File: config.mk
export PLATFORM = sky130hd
export DESIGN_NAME = timer_bank_flat
export DESIGN_NICKNAME = d
export VERILOG_FILES = /design/src/rtl/timer_pkg.sv /design/src/rtl/timer_bank_if.sv /design/src/rtl/timer_chan.sv /design/src/rtl/timer_bank.sv /design/src/flat_wrapper.sv
export SDC_FILE = /design/constraint.sdc
export NUM_CORES = 1
export LEC_CHECK = 0
export CAP_MARGIN = 15
export CORE_UTILIZATION = 40
export CTS_BUF_LIST = sky130_fd_sc_hd__clkbuf_4 sky130_fd_sc_hd__clkbuf_8
export CTS_CLUSTER_SIZE = 20
export DETAILED_ROUTE_END_ITERATION = 8
export PLACE_DENSITY_LB_ADDON = 0.12
export REMOVE_ABC_BUFFERS = 1
export SLEW_MARGIN = 25
export SYNTH_ARGS = -nofsm -noshare
export SYNTH_HDL_FRONTEND = slang
export SYNTH_SLANG_ARGS = --single-unit
File: constraint.sdc
create_clock -name clk -period 1.5 [get_ports clk]
set_input_delay 0.15 -clock clk [delete_from_list [all_inputs] [get_ports clk]]
set_output_delay 0.15 -clock clk [all_outputs]
set_load 0.01 [all_outputs]
File: src/rtl/timer_pkg.sv
// Shared definitions for the timer bank: channel mode encodings used by the
// design and its testbench.
package timer_pkg;

  typedef enum logic {
    MODE_PERIODIC = 1'b0,
    MODE_ONESHOT  = 1'b1
  } mode_e;

endpackage

File: src/rtl/timer_bank_if.sv
// Load/enable/status bus of the timer bank. The master side issues limit
// loads and per-channel enables; the slave side returns counts and flags.
interface timer_bank_if #(
  parameter int DW  = 16,
  parameter int NCH = 4,
  parameter int CW  = 2
);
  logic               load_limit;
  logic [CW-1:0]      load_ch;
  logic [DW-1:0]      cntr_limit;
  logic               oneshot;
  logic [NCH-1:0]     enable;
  logic [NCH*DW-1:0]  cntr;
  logic [NCH-1:0]     strb;
  logic [NCH-1:0]     armed;
  logic [NCH-1:0]     done;

  modport master (
    output load_limit, load_ch, cntr_limit, oneshot, enable,
    input  cntr, strb, armed, done
  );

  modport slave (
    input  load_limit, load_ch, cntr_limit, oneshot, enable,
    output cntr, strb, armed, done
  );
endinterface

File: src/rtl/timer_chan.sv
// One timer channel: holds a limit and a mode, counts enabled cycles from 0
// to limit, strobes on the wrap, and in one-shot mode disarms itself and
// raises a sticky done flag. A load always wins over a terminal count.
module timer_chan
  import timer_pkg::*;
#(
  parameter int DW = 16
) (
  input  logic          clk,
  input  logic          reset,
  input  logic          load,
  input  logic [DW-1:0] limit_in,
  input  mode_e         mode_in,
  input  logic          en,
  output logic [DW-1:0] cntr,
  output logic          strb,
  output logic          armed,
  output logic          done
);

  logic [DW-1:0] limit_q = '0;
  mode_e         mode_q  = MODE_PERIODIC;
  logic [DW-1:0] cntr_q  = '0;
  logic          strb_q  = 1'b0;
  logic          armed_q = 1'b0;
  logic          done_q  = 1'b0;

  // Channel state update: reset, then load, then counting when armed and enabled.
  always_ff @(posedge clk) begin
    if (reset) begin
      limit_q <= '0;
      mode_q  <= MODE_PERIODIC;
      cntr_q  <= '0;
      strb_q  <= 1'b0;
      armed_q <= 1'b0;
      done_q  <= 1'b0;
    end else if (load) begin
      cntr_q <= '0;
      strb_q <= 1'b0;
      done_q <= 1'b0;
      if (limit_in != '0) begin
        limit_q <= limit_in;
        mode_q  <= mode_in;
        armed_q <= 1'b1;
      end else begin
        armed_q <= 1'b0;
      end
    end else if (armed_q && en) begin
      if (cntr_q == limit_q) begin
        cntr_q <= '0;
        strb_q <= 1'b1;
        if (mode_q == MODE_ONESHOT) begin
          armed_q <= 1'b0;
          done_q  <= 1'b1;
        end
      end else begin
        cntr_q <= cntr_q + DW'(1);
        strb_q <= 1'b0;
      end
    end else begin
      strb_q <= 1'b0;
    end
  end

  assign cntr  = cntr_q;
  assign strb  = strb_q;
  assign armed = armed_q;
  assign done  = done_q;

endmodule

File: src/rtl/timer_bank.sv
// Bank of NCH independent timer channels. This level only decodes the
// channel select of a load, fans the load out, and concatenates the
// per-channel registered outputs onto the bus. Selects >= NCH match no
// channel and are therefore ignored.
module timer_bank
  import timer_pkg::*;
#(
  parameter int DW  = 16,
  parameter int NCH = 4,
  parameter int CW  = 2
) (
  input  logic          clk,
  input  logic          reset,
  timer_bank_if.slave   bus
);

  logic [NCH*DW-1:0] cntr_w;
  logic [NCH-1:0]    strb_w;
  logic [NCH-1:0]    armed_w;
  logic [NCH-1:0]    done_w;
  mode_e             mode_sel;

  assign mode_sel = bus.oneshot ? MODE_ONESHOT : MODE_PERIODIC;

  for (genvar i = 0; i < NCH; i++) begin : g_chan
    logic hit;
    assign hit = bus.load_limit && (bus.load_ch == CW'(i));

    timer_chan #(.DW(DW)) u_chan (
      .clk      (clk),
      .reset    (reset),
      .load     (hit),
      .limit_in (bus.cntr_limit),
      .mode_in  (mode_sel),
      .en       (bus.enable[i]),
      .cntr     (cntr_w[i*DW +: DW]),
      .strb     (strb_w[i]),
      .armed    (armed_w[i]),
      .done     (done_w[i])
    );
  end

  assign bus.cntr  = cntr_w;
  assign bus.strb  = strb_w;
  assign bus.armed = armed_w;
  assign bus.done  = done_w;

endmodule
File: src/flat_wrapper.sv
// flat-port wrapper written by rule: the top's interface ports become plain ports
module timer_bank_flat import timer_pkg::*;
#(
  parameter int DW  = 16,
  parameter int NCH = 4,
  parameter int CW  = 2
)
  (clk, reset, bus_load_limit, bus_load_ch, bus_cntr_limit, bus_oneshot, bus_enable, bus_cntr, bus_strb, bus_armed, bus_done);
  timer_bank_if #(.DW(DW), .NCH(NCH), .CW(CW)) bus_i ();
  input  logic clk;
  input  logic reset;
  input wire logic [$bits(bus_i.load_limit)-1:0] bus_load_limit;
  input wire logic [$bits(bus_i.load_ch)-1:0] bus_load_ch;
  input wire logic [$bits(bus_i.cntr_limit)-1:0] bus_cntr_limit;
  input wire logic [$bits(bus_i.oneshot)-1:0] bus_oneshot;
  input wire logic [$bits(bus_i.enable)-1:0] bus_enable;
  output wire logic [$bits(bus_i.cntr)-1:0] bus_cntr;
  output wire logic [$bits(bus_i.strb)-1:0] bus_strb;
  output wire logic [$bits(bus_i.armed)-1:0] bus_armed;
  output wire logic [$bits(bus_i.done)-1:0] bus_done;
  assign bus_i.load_limit = bus_load_limit;
  assign bus_i.load_ch = bus_load_ch;
  assign bus_i.cntr_limit = bus_cntr_limit;
  assign bus_i.oneshot = bus_oneshot;
  assign bus_i.enable = bus_enable;
  assign bus_cntr = bus_i.cntr;
  assign bus_strb = bus_i.strb;
  assign bus_armed = bus_i.armed;
  assign bus_done = bus_i.done;
  timer_bank #(.DW(DW), .NCH(NCH), .CW(CW)) u_core (.clk(clk), .reset(reset), .bus(bus_i));
endmodule
==> flow_metrics.py, run 1 <==
metrics = {
    "pwr": {
        "finalPower_mw": 7.308,
        "power_switching_mw": 1.789,
        "power_frac_clock_pct": 35.6,
        "power_density_mw_per_mm2": 764.2,
        "power_frac_seq_pct": 54.0,
        "swShare_pct": 24.48,
        "vdd_ir_drop_max_uv": 548.7,
        "comb_power_share_pct": 10.4,
        "p_int_mw": 5.519,
        "p_leak_nw": 4.019,
    },
    "cts": {
        "cts-root-buf": "clkbuf_8",
        "cts_max_level": 4,
        "clk_latency_ns": 0.44,
        "cts_buffers": 17,
        "cts.sinks": 144,
        "clk_pin_slew_ns": 0.07,
        "cts_buffer_depth": 2,
        "holdBufCountCts": 0,
        "cts_tree": "built",
    },
    "layout": {
        "multiInputGateArea_mm2": 0.003694,
        "drive_gt1_share_pct": 31.03,
        "num-fill-cells": 1446,
        "area_growth_pct": 47.07,
        "fin_nets": 1023,
        "ff_latch_area_mm2": 0.002978,
        "diodes": 0,
    },
    "worst_setup_path": {
        "slowest_stage": "nor4_4",
        "path_cells": "xnor2_2 > nand4_1 > nor4_4 > buf_4 > a211o_4 > nor2_1",
        "critPathMaxFanout": 8,
        "crit_path_end_kind": "flip-flop",
        "crit_required_ns": 1.83,
        "critical-path-top-delay-family": "simple AND/OR/NAND/NOR gates",
        "max_stage_delay_ns": 0.38,
        "critical_path_class": "reg -> reg",
        "crit_path_start": "u_core.g_chan[3].u_chan.limit_q[0]",
        "critPathBufInv": 1,
        "worstPathArrival_ns": 1.94,
        "cp-start-kind": "flip-flop",
        "reg2reg_from": "u_core.g_chan[3].u_chan.limit_q[0]",
    },
    "global_routing": {
        "grt_start_max_net_pins": 32,
        "track_usage_pct": 23.57,
        "overflow": 0,
        "antenna_found_initial": 0,
        "grt_pass1_wl_um": 30130,
        "grt_pass1_vias": 5913,
    },
    "run_status": {
        "failed_checks": "setup timing",
        "status": "finished, violations left",
    },
    "die": {
        "start_util_pct": 40.93,
        "die_h_um": 129.5,
        "rows": 46,
        "dieArea_mm2": 0.01677,
        "io_pins": 102,
        "core_area_mm2": 0.01589,
        "die_w_um": 129.5,
    },
    "place": {
        "preCtsSetupSlack_ns": -0.5954,
        "hpwl_um": 13810,
        "numPortBuffers": 101,
        "globalplace.congestion": 0.8606,
    },
    "synth": {
        "syn_area_mm2": 0.006502,
        "synth-simple-area-share_pct": 25.50,
        "synth_area_per_cell_um2": 8.511,
        "syn_inst": 764,
        "synth_compound_area_share_pct": 7.119,
        "synth_xor_area_share_pct": 16.70,
        "ys_warn_count": 0,
        "synth.yosys.seq_area_share_pct": 44.33,
        "synthAdderAreaFrac_pct": 0.7697,
        "synth_flop_cell": "dfxtp_1",
        "synth_top_family_by_area": "simple AND/OR/NAND/NOR gates",
        "synthArstFlopShare_pct": 0,
        "synth-edff-count": 0,
        "yosys_register_bits": 144,
        "synth_cell_types": 42,
        "synthMuxAreaShare_pct": 1.078,
    },
    "route": {
        "post-route-drc-count": 0,
        "first_iter_violations": 405,
        "via_per_inst": 5.059,
        "wire_per_inst_um": 16.00,
        "num_vias": 6147,
        "drtPass1Iterations": 5,
        "ant_nets": 0,
        "wl_um": 19440,
    },
    "flow_run": {
        "max_cap_viol_count": 0,
    },
    "timing": {
        "setup_viol": 36,
        "final_hold_viol_count": 0,
        "worstMarginPinSlew_ns": 0.4575,
        "fmax_mhz": 621.1,
        "max-slew-margin-rel_pct": 69.50,
        "finalWorstSetupSlack_ns": -0.1100,
        "timing.final.crit_share_pct": 107.3,
        "rsz0062_at_grt": "true",
        "skew_ns": 0.007884,
        "fin_setup_tns_ns": -2.253,
        "period_needed_ns": 1.610,
        "slew_viol_final": 0,
    },
    "worst_hold_path": {
        "min_path_type": "in -> reg",
        "hp-start": "reset",
    },
}
## layer usage
layer	track usage [%]	routed length, um
met1	31.65	8925
met2	38.43	9176
met3	4.129	1035
met4	7.661	297
met5	0	0
## synthesized netlist by cell type, types with 2 or more instances
| cell type | n | share of area [%] |
|---|---|---|
| a211o_2 | 2 | 0.31 |
| a21oi_1 | 66 | 5.1 |
| a22oi_1 | 3 | 0.35 |
| a31o_2 | 4 | 0.54 |
| a31oi_1 | 4 | 0.38 |
| and2_1 | 4 | 0.38 |
| and3_1 | 12 | 1.2 |
| buf_1 | 8 | 0.46 |
| buf_2 | 8 | 0.62 |
| buf_4 | 17 | 2.0 |
| clkbuf_1 | 12 | 0.69 |
| dfxtp_1 | 144 | 44 |
| ha_1 | 4 | 0.77 |
| inv_1 | 9 | 0.52 |
| mux2i_1 | 7 | 1.1 |
| nand2_1 | 91 | 5.3 |
| nand2_2 | 3 | 0.29 |
| nand2b_1 | 2 | 0.19 |
| nand3_1 | 79 | 6.1 |
| nand4_1 | 25 | 2.4 |
| nor2_1 | 88 | 5.1 |
| nor2_2 | 2 | 0.19 |
| nor3_1 | 20 | 1.5 |
| nor3b_1 | 2 | 0.23 |
| nor4_1 | 5 | 0.48 |
| nor4_2 | 4 | 0.77 |
| o21ai_0 | 2 | 0.15 |
| xnor2_1 | 87 | 12 |
| xor2_1 | 37 | 5.0 |
## area by class of cell
cell class	count	area share (%)
clock buffer	23	3.179
multi-input combinational	565	38.62
sequential	144	31.14
timing repair buffer	256	23.77
inverter	9	0.3533
tap	216	2.826
clock inverter	2	0.1047
## state kept, by name, indices dropped and copies added (netlist names)
signal / count
u_core.g_chan.u_chan.strb: 4
u_core.g_chan.u_chan.armed: 4
u_core.g_chan.u_chan.limit_q: 64
u_core.g_chan.u_chan.done: 4
u_core.g_chan.u_chan.mode_q: 4
u_core.g_chan.u_chan.cntr: 64
## cells by family after synthesis
logic type,Yosys count
xor gates and xnor gates,124
buffers and inverters,56
AOI/OAI and AO/OA,83
adders and majority gates,4
DFF,144
muxes,7
and+or+nand+nor,346
## timing repair
action	4_1_cts	5_1_grt
gates resized for setup	145	80
buffers inserted	7	4
setup endpoints to repair	175	120
cloned	1	3
pin swaps	18	44
## path summary, 6_finish.rpt
check,to,cells past startpoint,slack (ns)
worst max-delay path,u_core.g_chan[3].u_chan.cntr[2],6,-0.11
worst min-delay path,u_core.g_chan[3].u_chan.mode_q,2,0.14
worst max register to register,u_core.g_chan[3].u_chan.cntr[2],6,-0.11
worst min register to register,u_core.g_chan[1].u_chan.limit_q[11],2,0.47
## cell usage in the layout, fill, tap and decap left out, drive strengths merged, types with 3 or more instances in the layout
master and count:
a211o 3, a21oi 66, a22oi 3, a31o 4, a31oi 4, and2 4
and3 13, buf 153, clkbuf 26, clkdlybuf4s15 3, clkdlybuf4s50 17, dfxtp 144
dlygate4sd2 68, dlymetal6s2s 12, ha 4, inv 9, mux2i 7, nand2 94
nand3 79, nand4 26, nor2 90, nor3 20, nor4 10, xnor2 87
xor2 37
## power groups by stage
stage               combinational (mW)  sequential, mW  clock [mW]
floorplan                        0.262            4.03           0
finish                           0.761            3.94        2.60
detailed placement               0.663            4.04           0
CTS                              0.699            3.94        2.67
global placement                 0.654            4.04           0
global route                     0.815            3.95        2.83
## per-stage QoR
| step | std cells | hold slack, ns | cell area [um^2] | util, % |
|---|---|---|---|---|
| 2_1_floorplan | 717 | 0.2191 | 6243 | - |
| 3_3_place_gp | 1175 | 0.4575 | 8671 | 54.58 |
| 3_5_place_dp | 1175 | 0.4618 | 8671 | 54.58 |
| 4_1_cts | 1208 | 0.1055 | 9151 | 57.61 |
| 5_1_grt | 1215 | 0.1284 | 9563 | 60.20 |
| 6_report | 1215 | 0.1410 | 9563 | 60.20 |
No activity file was read; power rests on OpenSTA's default activity.
==> run 2: changes to the inputs <==
==> constraint.sdc (replaced) <==
create_clock -name clk -period 1.4 [get_ports clk]
set_input_delay 0.14 -clock clk [delete_from_list [all_inputs] [get_ports clk]]
set_output_delay 0.14 -clock clk [all_outputs]
set_load 0.01 [all_outputs]
==> flow_metrics.py, run 2 (synthesis results as in run 1) <==
metrics = {
    "place": {
        "place_area_mm2": 0.008758,
        "hpwl_um": 14080,
        "globalplace.congestion": 0.8538,
        "dp.cells": 1185,
        "numPortBuffers": 101,
    },
    "worst_setup_path": {
        "worstPathArrival_ns": 1.95,
        "crit_path_end_kind": "flip-flop",
        "critPathMaxFanout": 8,
        "max_stage_delay_ns": 0.36,
        "path_cells": "xnor2_1 > nand4_1 > nor4_4 > a211o_4 > clkbuf_16 > nor2_1",
        "r2r_slack_ns": -0.19,
        "critical_path_class": "reg -> reg",
        "slowest_stage": "nor4_4",
        "reg2regPathDepth": 6,
        "crit_required_ns": 1.76,
        "cp-start-kind": "flip-flop",
    },
    "global_routing": {
        "antenna_found_initial": 0,
        "overflow": 0,
        "track_usage_pct": 24.77,
        "grt_start_max_net_pins": 41,
        "grt_pass1_wl_um": 31460,
        "grt_pass1_vias": 6069,
    },
    "die": {
        "die_h_um": 129.5,
        "start_util_pct": 40.93,
        "rows": 46,
        "io_pins": 102,
        "die_w_um": 129.5,
        "core_area_mm2": 0.01589,
        "dieArea_mm2": 0.01677,
    },
    "cts": {
        "clk_latency_ns": 0.46,
        "cts_buffer_depth": 2,
        "cts_tree": "built",
        "holdBufCountCts": 0,
        "cts_max_level": 4,
        "clk_pin_slew_ns": 0.08,
        "cts.sinks": 144,
        "cts-root-buf": "clkbuf_8",
        "cts_buffers": 17,
    },
    "layout": {
        "area_growth_pct": 57.03,
        "diodes": 0,
        "utilization_pct": 64.28,
        "instances_no_fill": 1231,
        "final_common_cell": "buf_4",
        "mostFrequentLayoutCells": "149 x buf_4, 89 x nand2_1, 77 x nand3_1",
        "stdcell_area_mm2": 0.01021,
        "drive_gt1_share_pct": 40.00,
        "fin_nets": 1032,
    },
    "timing": {
        "slew_viol_final": 0,
        "skew_ns": 0.007357,
        "setup_viol": 74,
        "fin_setup_tns_ns": -10.22,
        "max-slew-margin-rel_pct": 74.59,
        "rsz0062_at_grt": "true",
        "final_hold_viol_count": 0,
        "period_needed_ns": 1.594,
        "finalWorstSetupSlack_ns": -0.1938,
        "worstMarginPinSlew_ns": 0.3812,
        "timing.final.crit_share_pct": 113.8,
        "fin_hold_ws_ns": 0.07776,
        "fmax_mhz": 627.4,
    },
    "worst_hold_path": {
        "hold_depth": 2,
        "min_path_type": "in -> reg",
    },
    "pwr": {
        "power_density_mw_per_mm2": 862.1,
        "p_leak_nw": 3.945,
        "vdd_ir_drop_max_uv": 644.1,
    },
    "route": {
        "drtPass1Iterations": 5,
        "via_per_inst": 5.080,
        "ant_nets": 0,
        "wl_um": 20440,
        "first_iter_violations": 484,
        "wire_per_inst_um": 16.60,
        "post-route-drc-count": 0,
        "num_vias": 6254,
    },
    "run_status": {
        "failed_checks": "setup timing",
        "status": "finished, violations left",
    },
    "flow_run": {
        "max_cap_viol_count": 0,
    },
}
## run 2: changes by cell type in the layout (fill, tap and decap cells not counted), sizes merged
cell	change
clkdlybuf4s15	+37
bufbuf	+1
buf	+9
clkdlybuf4s50	-9
bufinv	+4
clkbuf	+7
clkinvlp	+2
dlygate4sd2	-30
a211o	-1
dlymetal6s2s	-7
clkinv	+3
## run 2: critical path: cells and delay by family (launching register included)
| family | cells | cell delay [ns] |
|---|---|---|
| buffers and inverters | 1 | 0.18 |
| AO/OA/AOI/OAI | 1 | 0.23 |
| XOR/XNOR | 1 | 0.15 |
| flip-flops | 1 | 0.34 |
| AND/OR/NAND/NOR | 3 | 0.58 |
## run 2: power breakdown
part / total [mW] / internal [mW] / leakage, nW / switching, mW
registers: 4.21 / 4.15 / 1.20 / 0.0682
logic: 0.893 / 0.405 / 2.52 / 0.488
clock network: 3.69 / 2.09 / 0.225 / 1.61
total: 8.80 / 6.64 / 3.94 / 2.16
## run 2: layout make-up
class / instances / area [um^2]
multi-input cells: 564 / 4083
well taps: 216 / 270.3
repair buffers: 266 / 2377
fillers: 1351 / 5674
clock inverters: 11 / 160.2
inverters: 9 / 33.78
clock buffers: 21 / 282.8
flip-flops and latches: 144 / 3004
## run 2: layer usage
metal | share of wire, % | wire length, um | global-route usage, %
met1 | 45 | 9195 | 33.11
met2 | 47 | 9691 | 39.91
met3 | 6.0 | 1232 | 5.945
met4 | 1.6 | 321 | 6.703
met5 | 0 | 0 | 0
## run 2: worst paths after layout
check	start	to
worst min register to register	u_core.g_chan[1].u_chan.limit_q[10]	u_core.g_chan[1].u_chan.limit_q[10]
worst max-delay path	u_core.g_chan[1].u_chan.limit_q[7]	u_core.g_chan[1].u_chan.cntr[13]
worst min-delay path	reset	u_core.g_chan[3].u_chan.limit_q[7]
worst max register to register	u_core.g_chan[1].u_chan.limit_q[7]	u_core.g_chan[1].u_chan.cntr[13]
## run 2: repair_timing
item / in CTS / in global routing
pin swaps: 68 / 73
gates cloned: 3 / 2
resized for setup: 230 / 174
setup buffers: 7 / 4
hold endpoints to repair: 0 / 0
setup endpoints to repair: 219 / 186
## run 2: stage by stage
step	power [mW]	worst slack (ns)
after floorplan	4.596	-1.855
after global placement	5.040	-0.7680
after detailed placement	5.054	-0.7492
after CTS	8.771	-0.1879
after global routing	9.114	-0.2632
final	8.802	-0.1938
==> run 3: changes to the inputs <==
--- a/config.mk
+++ b/config.mk
@@ -10,9 +10,9 @@
 export CTS_BUF_LIST = sky130_fd_sc_hd__clkbuf_4 sky130_fd_sc_hd__clkbuf_8
 export CTS_CLUSTER_SIZE = 20
 export DETAILED_ROUTE_END_ITERATION = 8
-export PLACE_DENSITY_LB_ADDON = 0.12
 export REMOVE_ABC_BUFFERS = 1
 export SLEW_MARGIN = 25
 export SYNTH_ARGS = -nofsm -noshare
 export SYNTH_HDL_FRONTEND = slang
+export SYNTH_HIERARCHICAL = 1
 export SYNTH_SLANG_ARGS = --single-unit
==> flow_metrics.py, run 3 <==
metrics = {
    "run_status": {
        "status": "finished, violations left",
        "failed_checks": "DRC, setup timing",
    },
    "synth": {
        "synth-edff-count": 0,
        "synth_area_per_cell_um2": 9.061,
        "synth_flop_cell": "dfxtp_1",
        "syn_inst": 820,
        "synth_cell_types": 37,
        "synth_top_cell_area_share_pct": 38.80,
        "yosys.area.top_type": "dfxtp_1",
        "synth.yosys.seq_area_share_pct": 38.80,
        "synthArstFlopShare_pct": 0,
        "ys_warn_count": 6,
        "synth_most_common_cell": "dfxtp_1",
        "yosys-top-cells-count": "144 x dfxtp_1, 96 x nand2_1, 88 x xor2_1, 60 x a211oi_1, 60 x clkbuf_1",
        "yosys_register_bits": 144,
        "ys_top_cells_by_area": "dfxtp_1 39%, xor2_1 10%, a211oi_1 6.1%",
        "syn_area_mm2": 0.007430,
    },
    "cts": {
        "clk_latency_ns": 0.46,
        "cts_buffers": 17,
        "cts_buffer_depth": 2,
        "cts_max_level": 4,
        "clk_pin_slew_ns": 0.08,
        "cts.sinks": 144,
        "cts-root-buf": "clkbuf_8",
        "cts_tree": "built",
    },
    "global_routing": {
        "overflow": 0,
        "track_usage_pct": 24.05,
        "grt_pass1_vias": 7267,
        "antenna_found_initial": 0,
        "grt_start_max_net_pins": 25,
        "grt_pass1_wl_um": 36890,
    },
    "pwr": {
        "finalPower_mw": 9.296,
        "vdd_ir_drop_max_uv": 653.9,
        "power_density_mw_per_mm2": 776.1,
        "p_leak_nw": 5.239,
    },
    "die": {
        "die_h_um": 138.3,
        "die_w_um": 138.3,
        "rows": 49,
        "core_area_mm2": 0.01809,
        "dieArea_mm2": 0.01912,
        "start_util_pct": 41.08,
        "io_pins": 102,
    },
    "route": {
        "drtPass1Iterations": 7,
        "first_iter_violations": 435,
        "ant_nets": 0,
        "num_vias": 7558,
        "wl_um": 24020,
        "post-route-drc-count": 8,
        "wire_per_inst_um": 17.20,
        "via_per_inst": 5.414,
    },
    "layout": {
        "drive_gt1_share_pct": 50.90,
        "fin_nets": 1186,
        "area_growth_pct": 61.22,
        "final_common_cell": "buf_4",
        "stdcell_area_mm2": 0.01198,
        "mostFrequentLayoutCells": "228 x buf_4, 93 x nand2_1, 87 x xor2_1",
        "diodes": 0,
    },
    "worst_setup_path": {
        "worstPathArrival_ns": 1.98,
        "cp-start-kind": "flip-flop",
        "path_cells": "xor2_1 > nor4_1 > buf_4 > and4_4 > clkbuf_16 > a211oi_2",
        "critical_path_class": "reg -> reg",
        "crit_required_ns": 1.75,
        "critPathMaxFanout": 8,
        "slowest_stage": "dfxtp_2",
        "crit_path_end_kind": "flip-flop",
        "max_stage_delay_ns": 0.34,
    },
    "place": {
        "place_area_mm2": 0.01027,
        "globalplace.congestion": 0.8386,
        "numPortBuffers": 101,
        "hpwl_um": 15750,
        "preCtsSetupSlack_ns": -0.9074,
    },
    "timing": {
        "worstMarginPinSlew_ns": 0.3840,
        "fmax_mhz": 613.8,
        "rsz0062_at_grt": "true",
        "setup_viol": 74,
        "finalWorstSetupSlack_ns": -0.2292,
        "max-slew-margin-rel_pct": 74.40,
        "fin_setup_tns_ns": -9.971,
        "final_hold_viol_count": 0,
        "period_needed_ns": 1.629,
        "skew_ns": 0.008646,
        "slew_viol_final": 0,
        "timing.final.crit_share_pct": 116.4,
    },
    "flow_run": {
        "max_cap_viol_count": 0,
    },
    "worst_hold_path": {
        "min_path_type": "in -> reg",
    },
}
run 3: cell count changes in the layout (fill, tap and decap cells not counted), moves of 37 or more:
cell | before | now
nor2_4 | 42 | 0
xor2_1 | 32 | 87
a211oi_2 | 0 | 56
a21oi_2 | 5 | 42
nand3_1 | 77 | 13
a21oi_1 | 61 | 10
buf_4 | 149 | 228
run 3: what timing repair did:
action | 4_1_cts | 5_1_grt
endpoints found under the hold margin | 1 | 0
hold buffers | 1 | 0
pin swaps | 65 | 57
endpoints found under the setup margin | 217 | 164
gates cloned | 12 | 2
gates resized for setup | 321 | 149
buffers inserted | 25 | 16
run 3: stage by stage:
stage / std cells / hold WS, ns / utilization [%]
after floorplan: 756 / 0.2024 / -
after global placement: 1315 / 0.4653 / 56.80
after detailed placement: 1315 / 0.4766 / 56.80
after CTS: 1383 / 0.005341 / 63.15
after global routing: 1396 / 0.01333 / 66.23
final: 1396 / 0.02798 / 66.23
run 3: logic make-up after synthesis:
group                    share of synthesized area, %
AND/OR/NAND/NOR                                 23.34
AO/OA/AOI/OAI                                   15.76
multiplexers                                    3.233
XOR/XNOR                                        14.15
adder cells (fa/ha/maj)                        0.6737
buffers and inverters                           4.042
flip-flops                                      38.80
run 3: power by group:
part	internal (mW)	leakage [nW]	switching, mW
Sequential	4.15	1.20	0.0618
Combinational	0.622	3.82	0.670
Clock	2.18	0.219	1.61
run 3: path summary, 6_finish.rpt:
| kind | from | endpoint | slack (ns) | depth (start not counted) |
|---|---|---|---|---|
| setup / recovery | u_core/g_chan[2].u_chan/cntr[13] | u_core/g_chan[2].u_chan/cntr[1] | -0.23 | 6 |
| hold / removal | bus_cntr_limit[12] | u_core/g_chan[2].u_chan/limit_q[12] | 0.03 | 3 |
| setup reg to reg | u_core/g_chan[2].u_chan/cntr[13] | u_core/g_chan[2].u_chan/cntr[1] | -0.23 | 6 |
| hold reg to reg | u_core/g_chan[0].u_chan/limit_q[13] | u_core/g_chan[0].u_chan/limit_q[13] | 0.48 | 2 |
run 3: layout make-up:
type,instances,area [um^2]
Fill cell,1429,6108
Multi-Input combinational cell,604,4877
Timing Repair Buffer,381,3346
Sequential cell,144,2989
Tap cell,229,286.5
Clock buffer,19,261.5
Clock inverter,11,187.7
Inverter,8,30.03
run 3: metal layers:
metal	track usage (%)	vias up	wire (um)	share of wire (%)
li1	-	3626	-	-
met1	32.52	3675	11010	46
met2	40.20	235	11530	48
met3	3.776	22	1223	5.1
met4	5.618	0	253	1.1
met5	0	-	0	0
run 3: worst max-delay path, delay by kind of cell, from the launching register on:
family,cells,cell delay (ns)
AOI/OAI and AO/OA,1,0.07
xor gates and xnor gates,1,0.15
buffers and inverters,2,0.36
DFF,1,0.34
and+or+nand+nor,2,0.59
==> RTL edit, RTL diff (flow settings as in run 3) <==
`DW` is set to 16 in 4 places; all go to 32.
--- a/src/rtl/timer_bank_if.sv
+++ b/src/rtl/timer_bank_if.sv
@@ -1,7 +1,7 @@
 // Load/enable/status bus of the timer bank. The master side issues limit
 // loads and per-channel enables; the slave side returns counts and flags.
 interface timer_bank_if #(
-  parameter int DW  = 16,
+  parameter int DW  = 32,
   parameter int NCH = 4,
   parameter int CW  = 2
 );
--- a/src/rtl/timer_chan.sv
+++ b/src/rtl/timer_chan.sv
@@ -4,7 +4,7 @@
 module timer_chan
   import timer_pkg::*;
 #(
-  parameter int DW = 16
+  parameter int DW = 32
 ) (
   input  logic          clk,
   input  logic          reset,
--- a/src/rtl/timer_bank.sv
+++ b/src/rtl/timer_bank.sv
@@ -5,7 +5,7 @@
 module timer_bank
   import timer_pkg::*;
 #(
-  parameter int DW  = 16,
+  parameter int DW  = 32,
   parameter int NCH = 4,
   parameter int CW  = 2
 ) (
--- a/src/flat_wrapper.sv
+++ b/src/flat_wrapper.sv
@@ -1,7 +1,7 @@
 // flat-port wrapper written by rule: the top's interface ports become plain ports
 module timer_bank_flat import timer_pkg::*;
 #(
-  parameter int DW  = 16,
+  parameter int DW  = 32,
   parameter int NCH = 4,
   parameter int CW  = 2
 )
Interface: changed (resized bus_cntr and bus_cntr_limit); port bits go from 102 to 182. No check against the original RTL was run, so the function may have changed too.
==> RTL edit against run 3 <==
  * The run ends with negative setup slack left
  * Global-route usage up 4.1 points
  * Sequential cell count up 128
  * Hold slack better by 0.045 ns
  * Setup slack worse by 0.30 ns
  * Area after synthesis up 73%
  * Design area up 80%
  * Clock power up 100%
  * Clock skew up 0.020 ns
  * Routed wire length up 110%
  * Non-clock buffer count up 338
  * Power up 91%
  * Count of clock-buffer cells in the layout up 57
  * Critical endpoint is now u_core/g_chan[3].u_chan/cntr[19]$_SDFFE_PP0P_
==> RTL edit: results (changes against run 3) <==
seqCellArea_mm2: 0.005759  # +93%
status: "finished with violations"
hold-path-cell-count: 4  # +1
layout.nets: 2139  # +80%
use_met2_pct: 46.48  # +6.3 points
worst_slack_ns: -0.5268  # -0.2975 ns
insertion_delay_ns: 0.57  # +0.11 ns
antenna_found_initial: 7  # +7
crit_start: "u_core/g_chan[3].u_chan/limit_q[12]$_SDFFE_PP0P_"
hold_path_end: "u_core/g_chan[0].u_chan/limit_q[27]$_SDFFE_PP0P_"
hold_ws_ns: 0.07255  # +0.04456 ns
cts_setup_buffers: 93  # +270%
placedCellCount: 2323  # +77%
buf_share_pct: 28.74  # +0.81 points
syn_avg_cell_area_um2: 9.276  # +2.4%
grt_pass1_wl_um: 72730  # +97%
seq-cell-share_pct: 26.74  # +1.8 points
grt_usage_pct: 28.13  # +4.1 points
reg2regPathDepth: 7  # +1
routabilityCongestion: 0.9015  # +7.5%
preCtsSetupSlack_ns: -0.8275  # +0.07981 ns
synth_area_leaders: "dfxtp_1, xor2_1, mux2i_1"
nClkBuffers: 76  # +57
failed_checks: "negative setup slack"
finalSetupViolations: 209  # +180%
switching_share_pct: 26.09  # +0.88 points
wl_met2_um: 23650  # +110%
-- RTL edit: worst max-delay path, stage by stage (launching register included) --
cell,delay (ns)
dfxtp_1,0.34
xor2_1,0.19
nor4_1,0.36
nand4_1,0.22
o31ai_4,0.31
buf_6,0.18
buf_16,0.14
nor2_2,0.05
-- RTL edit: kinds of logic after synthesis --
kind of cell             count (synthesis)  share of synthesized area, %
AND/OR/NAND/NOR                        620                         24.70
AO/OA/AOI/OAI                           56                         2.838
flip-flops                             272                         42.29
XOR/XNOR                               236                         16.05
buffers and inverters                   68                         3.460
adder cells (fa/ha/maj)                  4                        0.3887
multiplexers                           132                         10.26
-- RTL edit: power groups by stage --
stage	sequential [uW]	clock, uW	combinational (uW)
2_1_floorplan	8140	0	684
3_3_place_gp	8170	0	1610
3_5_place_dp	8170	0	1630
4_1_cts	7920	7700	1960
5_1_grt	7930	8090	2310
6_report	7920	7640	2210
